## src/rtl/fabric_config_chain.sv

```systemverilog
// Fabric-side endpoint of the FCB serial configuration link.
// prog_clk and fpga_head are sampled on clk, and the shift data goes into a
// CHAIN_LEN-bit config chain. Each completed 32-bit word is added to a
// running checksum. The chain is copied into the shadow config_bits once a
// full chain has been loaded.
module fabric_config_chain #(
  parameter int CHAIN_LEN   = 256,
  parameter int SYNC_STAGES = 2
) (
  input  logic                 clk,
  input  logic                 reset,
  input  logic                 prog_en,
  input  logic                 prog_clk,
  input  logic                 fpga_head,
  output logic                 fpga_tail,
  output logic [CHAIN_LEN-1:0] config_bits,
  output logic                 config_valid,
  output logic                 word_strobe,
  output logic [31:0]          bit_count,
  output logic [31:0]          checksum,
  output logic                 load_abort
);

  localparam logic [31:0] LAST_COUNT = 32'(CHAIN_LEN - 1);

  typedef enum logic [1:0] {IDLE, SHIFT, LOADED} state_t;

  state_t state_reg, state_next;

  logic [SYNC_STAGES-1:0] pclk_sync_reg;
  logic [SYNC_STAGES-1:0] head_sync_reg;
  logic                   pclk_prev_reg;
  logic                   prog_en_prev_reg;
  logic [CHAIN_LEN-1:0]   chain_reg;
  logic [30:0]            word_reg;

  logic                 pclk_s;
  logic                 head_s;
  logic                 shift_evt;
  logic [CHAIN_LEN-1:0] chain_shifted;
  logic [31:0]          word_shifted;
  logic                 load_start;
  logic                 final_evt;
  logic                 load_shift;
  logic                 readback_shift;
  logic                 commit;
  logic                 abort;
  logic                 word_done;

  assign pclk_s        = pclk_sync_reg[SYNC_STAGES-1];
  assign head_s        = head_sync_reg[SYNC_STAGES-1];
  assign shift_evt     = pclk_s & ~pclk_prev_reg;
  assign chain_shifted = {chain_reg[CHAIN_LEN-2:0], head_s};
  // The first bit of a word ends up in bit 31 of the word.
  assign word_shifted  = {word_reg, head_s};
  assign fpga_tail     = chain_reg[CHAIN_LEN-1];

  // Synchronizers for the FCB serial pins, plus edge-detect history.
  always_ff @(posedge clk or negedge reset) begin
    if (!reset) begin
      pclk_sync_reg    <= '0;
      head_sync_reg    <= '0;
      pclk_prev_reg    <= 1'b0;
      prog_en_prev_reg <= 1'b0;
    end else begin
      pclk_sync_reg    <= {pclk_sync_reg[SYNC_STAGES-2:0], prog_clk};
      head_sync_reg    <= {head_sync_reg[SYNC_STAGES-2:0], fpga_head};
      pclk_prev_reg    <= pclk_s;
      prog_en_prev_reg <= prog_en;
    end
  end

  // Load FSM state register.
  always_ff @(posedge clk or negedge reset) begin
    if (!reset) begin
      state_reg <= IDLE;
    end else begin
      state_reg <= state_next;
    end
  end

  // Next-state logic and per-cycle action decode.
  // A final shift wins over a falling prog_en, so that load still commits.
  always_comb begin
    state_next     = state_reg;
    load_start     = 1'b0;
    final_evt      = 1'b0;
    load_shift     = 1'b0;
    readback_shift = 1'b0;
    commit         = 1'b0;
    abort          = 1'b0;
    word_done      = 1'b0;
    case (state_reg)
      IDLE: begin
        load_start = prog_en & ~prog_en_prev_reg;
        if (load_start) begin
          state_next = SHIFT;
        end
      end
      SHIFT: begin
        final_evt  = shift_evt && (bit_count == LAST_COUNT);
        load_shift = shift_evt && (prog_en || final_evt);
        commit     = final_evt;
        abort      = !prog_en && !final_evt;
        word_done  = load_shift && (bit_count[4:0] == 5'd31);
        if (commit) begin
          state_next = LOADED;
        end else if (abort) begin
          state_next = IDLE;
        end
      end
      LOADED: begin
        readback_shift = shift_evt;
        if (!prog_en) begin
          state_next = IDLE;
        end
      end
      default: state_next = IDLE;
    endcase
  end

  // Chain, counters, checksum and shadow config updates.
  always_ff @(posedge clk or negedge reset) begin
    if (!reset) begin
      chain_reg    <= '0;
      word_reg     <= '0;
      config_bits  <= '0;
      config_valid <= 1'b0;
      word_strobe  <= 1'b0;
      bit_count    <= '0;
      checksum     <= '0;
      load_abort   <= 1'b0;
    end else begin
      word_strobe <= word_done;
      if (load_start) begin
        bit_count  <= '0;
        checksum   <= '0;
        load_abort <= 1'b0;
        word_reg   <= '0;
      end
      if (load_shift || readback_shift) begin
        chain_reg <= chain_shifted;
      end
      if (load_shift) begin
        bit_count <= bit_count + 32'd1;
        word_reg  <= word_shifted[30:0];
      end
      if (word_done) begin
        checksum <= checksum + word_shifted;
      end
      if (readback_shift && (bit_count != 32'hFFFF_FFFF)) begin
        bit_count <= bit_count + 32'd1;
      end
      if (commit) begin
        config_bits  <= chain_shifted;
        config_valid <= 1'b1;
      end
      if (abort) begin
        load_abort <= 1'b1;
      end
    end
  end

endmodule

```

## config.mk

```make
export PLATFORM = sky130hd
export DESIGN_NAME = fabric_config_chain
export DESIGN_NICKNAME = d
export VERILOG_FILES = /design/src/rtl/fabric_config_chain.sv
export SDC_FILE = /design/constraint.sdc
export NUM_CORES = 1
export LEC_CHECK = 0
export BUFFER_PORTS_ARGS = -buffer_cell sky130_fd_sc_hd__buf_2
export CAP_MARGIN = 20
export CELL_PAD_IN_SITES_DETAIL_PLACEMENT = 0
export CELL_PAD_IN_SITES_GLOBAL_PLACEMENT = 1
export CORE_MARGIN = 8
export CORE_UTILIZATION = 43
export DETAILED_ROUTE_END_ITERATION = 16
export PLACE_DENSITY_LB_ADDON = 0.12
export SLEW_MARGIN = 20
export SYNTH_ARGS = -nofsm -noshare
export SYNTH_HDL_FRONTEND = slang
export SYNTH_SLANG_ARGS = --single-unit
```

## constraint.sdc

```tcl
create_clock -name clk -period 2.3 [get_ports clk]
set_input_delay 0.23 -clock clk [delete_from_list [all_inputs] [get_ports clk]]
set_output_delay 0.23 -clock clk [all_outputs]
set_load 0.01 [all_outputs]
```

[Word level (Yosys, flattened, before mapping)]
Index checks and enable logic that the tools add are counted.
Storage, ports and cells
  flip-flop bits (word level): 618
  word-level logic and storage cells: 61
Operators by class
  add/sub/neg operators: 2
  equality and inequality tests: 8
  multiplexer cells: 19
  bitwise operators: 4
  reductions and logical operators: 15
Operators by type and width (number)
  two-way mux 32 bit: 4
  two-way mux 31 bit: 2
  adder 32 x 1 -> 32 bit, second input constant: 1
  adder 32 bit: 1
  == test 32 x 8 -> 1 bit, second input constant: 1
  inequality test 32 bit, second input constant: 1
  two-way mux 1 bit: 8
  two-way mux 2 bit: 4
  one-hot mux 2 bit (3 select lines): 1
  nonzero test 2 bit: 3
  == test 5 bit, second input constant: 1
  logical AND 1 bit: 5
  inequality test 2 bit, second input constant: 2
  inequality test 3 bit, second input constant: 1
  AND reduction 3 bit: 1
  nonzero test 3 bit: 1
  bitwise AND 1 bit: 2
  == test 2 x 1 -> 1 bit, second input constant: 1
  == test 2 bit, second input constant: 1
  logical NOT 1 bit: 2
  logical NOT 2 bit: 1
  logical OR 1 bit: 2
  NOT 1 bit: 2

[Logic depth before layout (Yosys ltp)]
  word-level depth: 8
  depth in mapped cells: 12
  gate-level depth less buffers: 12

[Worst setup path after synthesis]
OpenSTA, ideal clock, no wires.
  kind: register -> register
  start point: register checksum[4]
  end point: register checksum[28]
  data arrival time: 2.336 ns
  path slack: -0.182 ns
  stages on the path, launching flop included: 11
  path buffers: 0
  clock period less this slack: 2.482 ns
  cell sequence: dfrtp_1 ha_1 a21o_1 a21oi_1 a21oi_1 or2_1 a31oi_1 o21ai_1 a31oi_1 mux2i_1 o311ai_0
Between the ends
  word-level cells in the longest chain between the ends: 2
Ends and longest elaborated chain
  start: declaration: line 20  | output logic [31:0] checksum,
  start signal: assignment: line 149  | checksum <= checksum + word_shifted;
  adder 32 bit: line 149
  two-way mux 32 bit: line 148  | if (word_done) begin
No other way between the ends.
A chain may end at the register's enable or synchronous reset.

[Worst setup path after layout]
  start point: register bit_count[8]
  end point: register chain_reg[76]
Between the ends
  word-level cells in the longest chain between the ends: 6
Ends and longest elaborated chain
  start: declaration: line 19  | output logic [31:0] bit_count,
  start signal: assignment: line 145  | bit_count <= bit_count + 32'd1;
  start signal: assignment: line 152  | bit_count <= bit_count + 32'd1;
  == test 32 x 8 -> 1 bit: line 101  | final_evt = shift_evt && (bit_count == LAST_COUNT);
  logical AND 1 bit: line 101
  logical OR 1 bit: line 102  | load_shift = shift_evt && (prog_en || final_evt);
  logical AND 1 bit: line 102
  two-way mux 1 bit: line 93  | case (state_reg)
  logical OR 1 bit: line 141  | if (load_shift || readback_shift) begin
  end signal: assignment: line 142  | chain_reg <= chain_shifted;
  end: declaration: line 34  | logic [CHAIN_LEN-1:0] chain_reg;
No other way between the ends.

==> results.md <==
- The flow ran to the end, but the final reports show violations.
- The final reports fail on setup timing.
- The number of synthesized flops with an enable pin is 0.
- From left edge to right edge, the die measures 258 microns.
- Once routing completed, OpenROAD measured the worst setup slack at -192 ps.
- The proportion of netlist area held by the largest area contributor is about three fifths.
- Counting I/O delays and the setup requirement, the final critical path takes 2490 ps.
- The cell area power density is 654 mW/mm^2.
- In the final routed layout, each cell accounts on average for 21.0 microns.
- After clock tree synthesis, the clock-pin slew on the worst setup and hold paths is 60 ps.
- For the worst-skew pair, the clock arrives at the later sink with an insertion delay of 590 ps.
- The layout cell share with drive strength beyond 1 is 55.4%.
- Final hold analysis gives a worst-case slack of roughly 200 ps.
- Once detail routing completed, the nets flagged for antenna violations numbered 0.
- The most used flip-flop cell after synthesis is sky130_fd_sc_hd__dfrtp_1.
- The via count of the first global-routing pass came to 17500.
- The power spent charging and discharging nets is around 5 mW.
- The transition at the pin with the smallest max-transition slack is 745 ps.
- Using the TritonRoute via totals, the vias-per-cell ratio works out to ~5.2.
- Synthesis produced a netlist with a net count of approximately 1800.
- Setup violations remaining at the end of the flow were counted as 517.
- By area the synthesized netlist is led by sky130_fd_sc_hd__dfrtp_1 (62%), sky130_fd_sc_hd__mux2_2 (23%), sky130_fd_sc_hd__o21ai_0 (1.9%).
- The detailed-router iteration count before antenna repair is 5.
- The data arrival time of the critical path is 2960 ps.
- The net count reported at finish is around 2400.
- The floorplan step defined a die boundary enclosing 0.0664 sq mm.
- The CTS root buffer is sky130_fd_sc_hd__clkbuf_16.
- The layout overhead on the synthesized area is 41.2%.
- The average instance in the mapped netlist occupies 14.0 sq um.
- The first global-routing pass estimated 99800 microns of wire.
- Timing would allow up to 0.401 GHz.
- The switching share of total power is 21.5%.
- The number of antenna violations at the first check in global routing is 2.
- Among cell families on the critical path, the largest total delay comes from simple AND/OR/NAND/NOR gates.
- The critical path is of the flip-flop to flip-flop type.
- The y dimension of the die is 258 microns.
- The maximum ir drop on the vdd rail is between 0.8 and 0.9 mV.
- The post-synthesis instance total is 1799.
- The library cell with the largest summed area after synthesis is sky130_fd_sc_hd__dfrtp_1.
- The flip-flop and latch count after synthesis is around 600.
- Entering global routing, the biggest net connects 81 pins.
- The met1 routing resource usage after global routing is 24.2%.
- The I/O pin count is 329.
- The critical path's largest stage delay is 420 ps.
- In the global route stage, met2 resource usage came out at 30.5%.
- The cell area after synthesis is between 0.02 and 0.03 sq mm.
- Summing all placed instances gives a cell area of 0.0295 sq mm.
- CTS saw 618 sinks.
- The internal cell power is 18.2 mW.
- Walking the worst path, the cells encountered are nor4_2 > nand3_1 > nor3_2 > buf_4 > o21a_1 > o21a_4 > buf_12 > buf_16 > mux2_2.
- The share of async-settable or async-resettable flops after synthesis is 100%.
- After global routing the overflow that remains totals 0.
- The number of warnings reported in the yosys synthesis log is 0.
- The half-perimeter wire length of the detailed placement result is about 42000 microns.
- The worst relative slew slack is 50.3%.
- For this run, design rule violations remaining after detail routing come to 0.
- The instance count after placement with tap cells included is roughly 3000.
- After routing the design area is 0.0355 sq mm.
- The violation count after the first detailed-routing iteration is around 760.
- Global routing used 18.4% of the available tracks.
- The number of buffers added on ports is 328.
- The synthesized netlist contains 65 unique library cells.
- The cell with the biggest individual delay on the critical path is sky130_fd_sc_hd__dfrtp_1.
- Timing analysis after detailed placement gives a worst setup slack of -355 ps.
- STA classifies the critical path startpoint as a flip-flop.
- The post-route clock period utilization is 108%.
- The leakage power is between 15 and 20 nW.
- The clock power share is 49.3%.
- The worst endpoint required time is 2770 ps.
- The effective utilization at floorplan is 43.6%.
- The register share of total power is 47.3%.
- The number of max-slew violations in the final report came to 0.
- The worst min-delay path category is input pin to asynchronous set/reset pin.
- The number of hold-slack violations in the final timing report is 0.
- The final weighted congestion in routability-driven placement is 0.824.
- TritonCTS built the clock tree.
- The number of placement rows is between 80 and 90.
- Across the run, the number of max-cap violations was 0.
- Sequential elements use approximately 62% of the synthesized area.
- The area of the placeable core is between 0.05 and 0.06 sq mm.
- Counting the buffers created by CTS gives 67.
- The critical path capture point type is a flip-flop.
- In this run the deepest clock path goes through 3 buffers.
- In the final timing run, aggregate negative setup slack is -48050 ps.
- The total vias in the final route is 16800.
- The top fanout value on the critical path is 22.
- The met3 track demand over resource in global routing is 3.59%.
- Leaving out filler cells and counting taps, the final layout contains 3228.
- Total power for the finished layout comes to roughly 23 mW.
- Clock skew on the completed layout was measured at 13.5 ps.
- The post-layout utilization of the core is 61.5%.
- The H-tree generated during clock tree synthesis spans 3 levels.
- The critical path contains buffers and inverters numbering 3 combined.
- Setup repair after global routing could not meet its margin everywhere.
- Combinational logic is responsible for 3.4% of the overall power.
- The sum of routed wire length over all layers is 67900 microns.
- The most congested layer reported by global routing is met2.
==> final timing paths <==
kind | from | to | slack [ps] | depth (start not counted)
max | bit_count[8] | chain_reg[76] | -190 | 9
min | reset | word_reg[16] | 200 | 2
max reg2reg | bit_count[8] | chain_reg[76] | -190 | 9
min reg2reg | head_sync_reg[0] | head_sync_reg[1] | 350 | 0
max in group asynchronous | reset | config_bits[148] | 1210 | 4
min in group clk | prog_clk | pclk_sync_reg[0] | 300 | 2
==> kinds of logic (layout without fill, tap and decap cells) <==
family	Yosys count	count (layout)	share of synthesized area, %
compound gates	222	223	5.35
buf+inv	108	770	2.05
fa+ha+maj	34	34	1.72
other cells	0	1	0
mux	516	516	23.1
simple gates	275	275	5.33
flops	618	618	61.5
xor+xnor	26	26	0.906
==> cell type report <==
class,count,area [sq um]
Clock inverter,27,430
Antenna cell,1,2.50
Fill cell,4491,22200
Multi-Input combinational cell,1074,11000
Clock buffer,94,1920
Sequential cell,618,15500
Tap cell,765,957
Timing Repair Buffer,634,5610
Inverter,15,56.3
==> synth_stat cells (10+ instances only) <==
| library cell | n |
|---|---|
| sky130_fd_sc_hd__xor2_1 | 11 |
| sky130_fd_sc_hd__mux2_2 | 513 |
| sky130_fd_sc_hd__nand3_1 | 57 |
| sky130_fd_sc_hd__buf_2 | 64 |
| sky130_fd_sc_hd__nor2_1 | 31 |
| sky130_fd_sc_hd__nand2_1 | 116 |
| sky130_fd_sc_hd__ha_1 | 33 |
| sky130_fd_sc_hd__a21oi_1 | 44 |
| sky130_fd_sc_hd__a31oi_1 | 12 |
| sky130_fd_sc_hd__o31ai_1 | 12 |
| sky130_fd_sc_hd__inv_1 | 15 |
| sky130_fd_sc_hd__o21ai_0 | 96 |
| sky130_fd_sc_hd__a21o_1 | 17 |
| sky130_fd_sc_hd__xnor2_1 | 15 |
| sky130_fd_sc_hd__and2_1 | 11 |
| sky130_fd_sc_hd__clkbuf_1 | 18 |
| sky130_fd_sc_hd__dfrtp_1 | 618 |
| sky130_fd_sc_hd__and3_1 | 10 |
==> metal layers <==
metal / vias up / part of all wire, %
li1: 7668 / -
met1: 8653 / 44
met2: 344 / 49
met3: 92 / 4.2
met4: 0 / 2.2
met5: - / 0
==> worst reg2reg max path: stages, from the launching register on <==
cell and delay (ps):
sky130_fd_sc_hd__dfrtp_1 420, sky130_fd_sc_hd__nor4_2 320, sky130_fd_sc_hd__nand3_1 190, sky130_fd_sc_hd__nor3_2 200, sky130_fd_sc_hd__buf_4 150, sky130_fd_sc_hd__o21a_1 130, sky130_fd_sc_hd__o21a_4 220, sky130_fd_sc_hd__buf_12 190
sky130_fd_sc_hd__buf_16 200, sky130_fd_sc_hd__mux2_2 360
==> cell usage in the layout, fill, tap and decap left out, drive strengths merged, types with 2 or more instances in the layout <==
master / netlist / layout
nor3: 7 / 7
a211oi: 3 / 3
buf: 73 / 599
clkbuf: 20 / 125
bufinv: 0 / 10
dlygate4sd3: 0 / 4
ha: 33 / 33
inv: 15 / 19
a31oi: 14 / 14
nor2: 31 / 31
xor2: 11 / 11
xnor2: 15 / 15
and4: 3 / 3
mux2: 513 / 513
or2: 3 / 3
mux2i: 3 / 3
o21a: 4 / 4
nand2b: 3 / 3
and2: 12 / 12
nand3: 58 / 58
nor4: 10 / 10
a21oi: 44 / 44
clkinv: 0 / 13
o31ai: 12 / 12
o211ai: 2 / 2
nand4: 10 / 10
o21ai: 105 / 105
o21bai: 3 / 3
nand2: 117 / 117
o221ai: 2 / 2
nor2b: 8 / 8
and3: 11 / 11
o41ai: 2 / 2
dfrtp: 618 / 618
a31o: 2 / 3
a21o: 17 / 17
==> power by group through the flow <==
stage / Sequential, mW / Combinational [mW] / Clock, mW
CTS: 11.0 / 0.711 / 11.7
detailed placement: 11.2 / 0.689 / 0
global placement: 11.2 / 0.681 / 0
floorplan: 11.2 / 0.211 / 0
global route: 11.0 / 0.876 / 12.2
finish: 11.0 / 0.791 / 11.4
==> timing repair <==
item,4_1_cts,5_1_grt
setup endpoints to repair,535,574
pin swaps,30,58
gates cloned,11,35
buffers inserted,25,25
gates resized for setup,114,453
endpoints found under the hold margin,43,0
hold buffers,4,0
No activity file was read; power rests on OpenSTA's default activity.
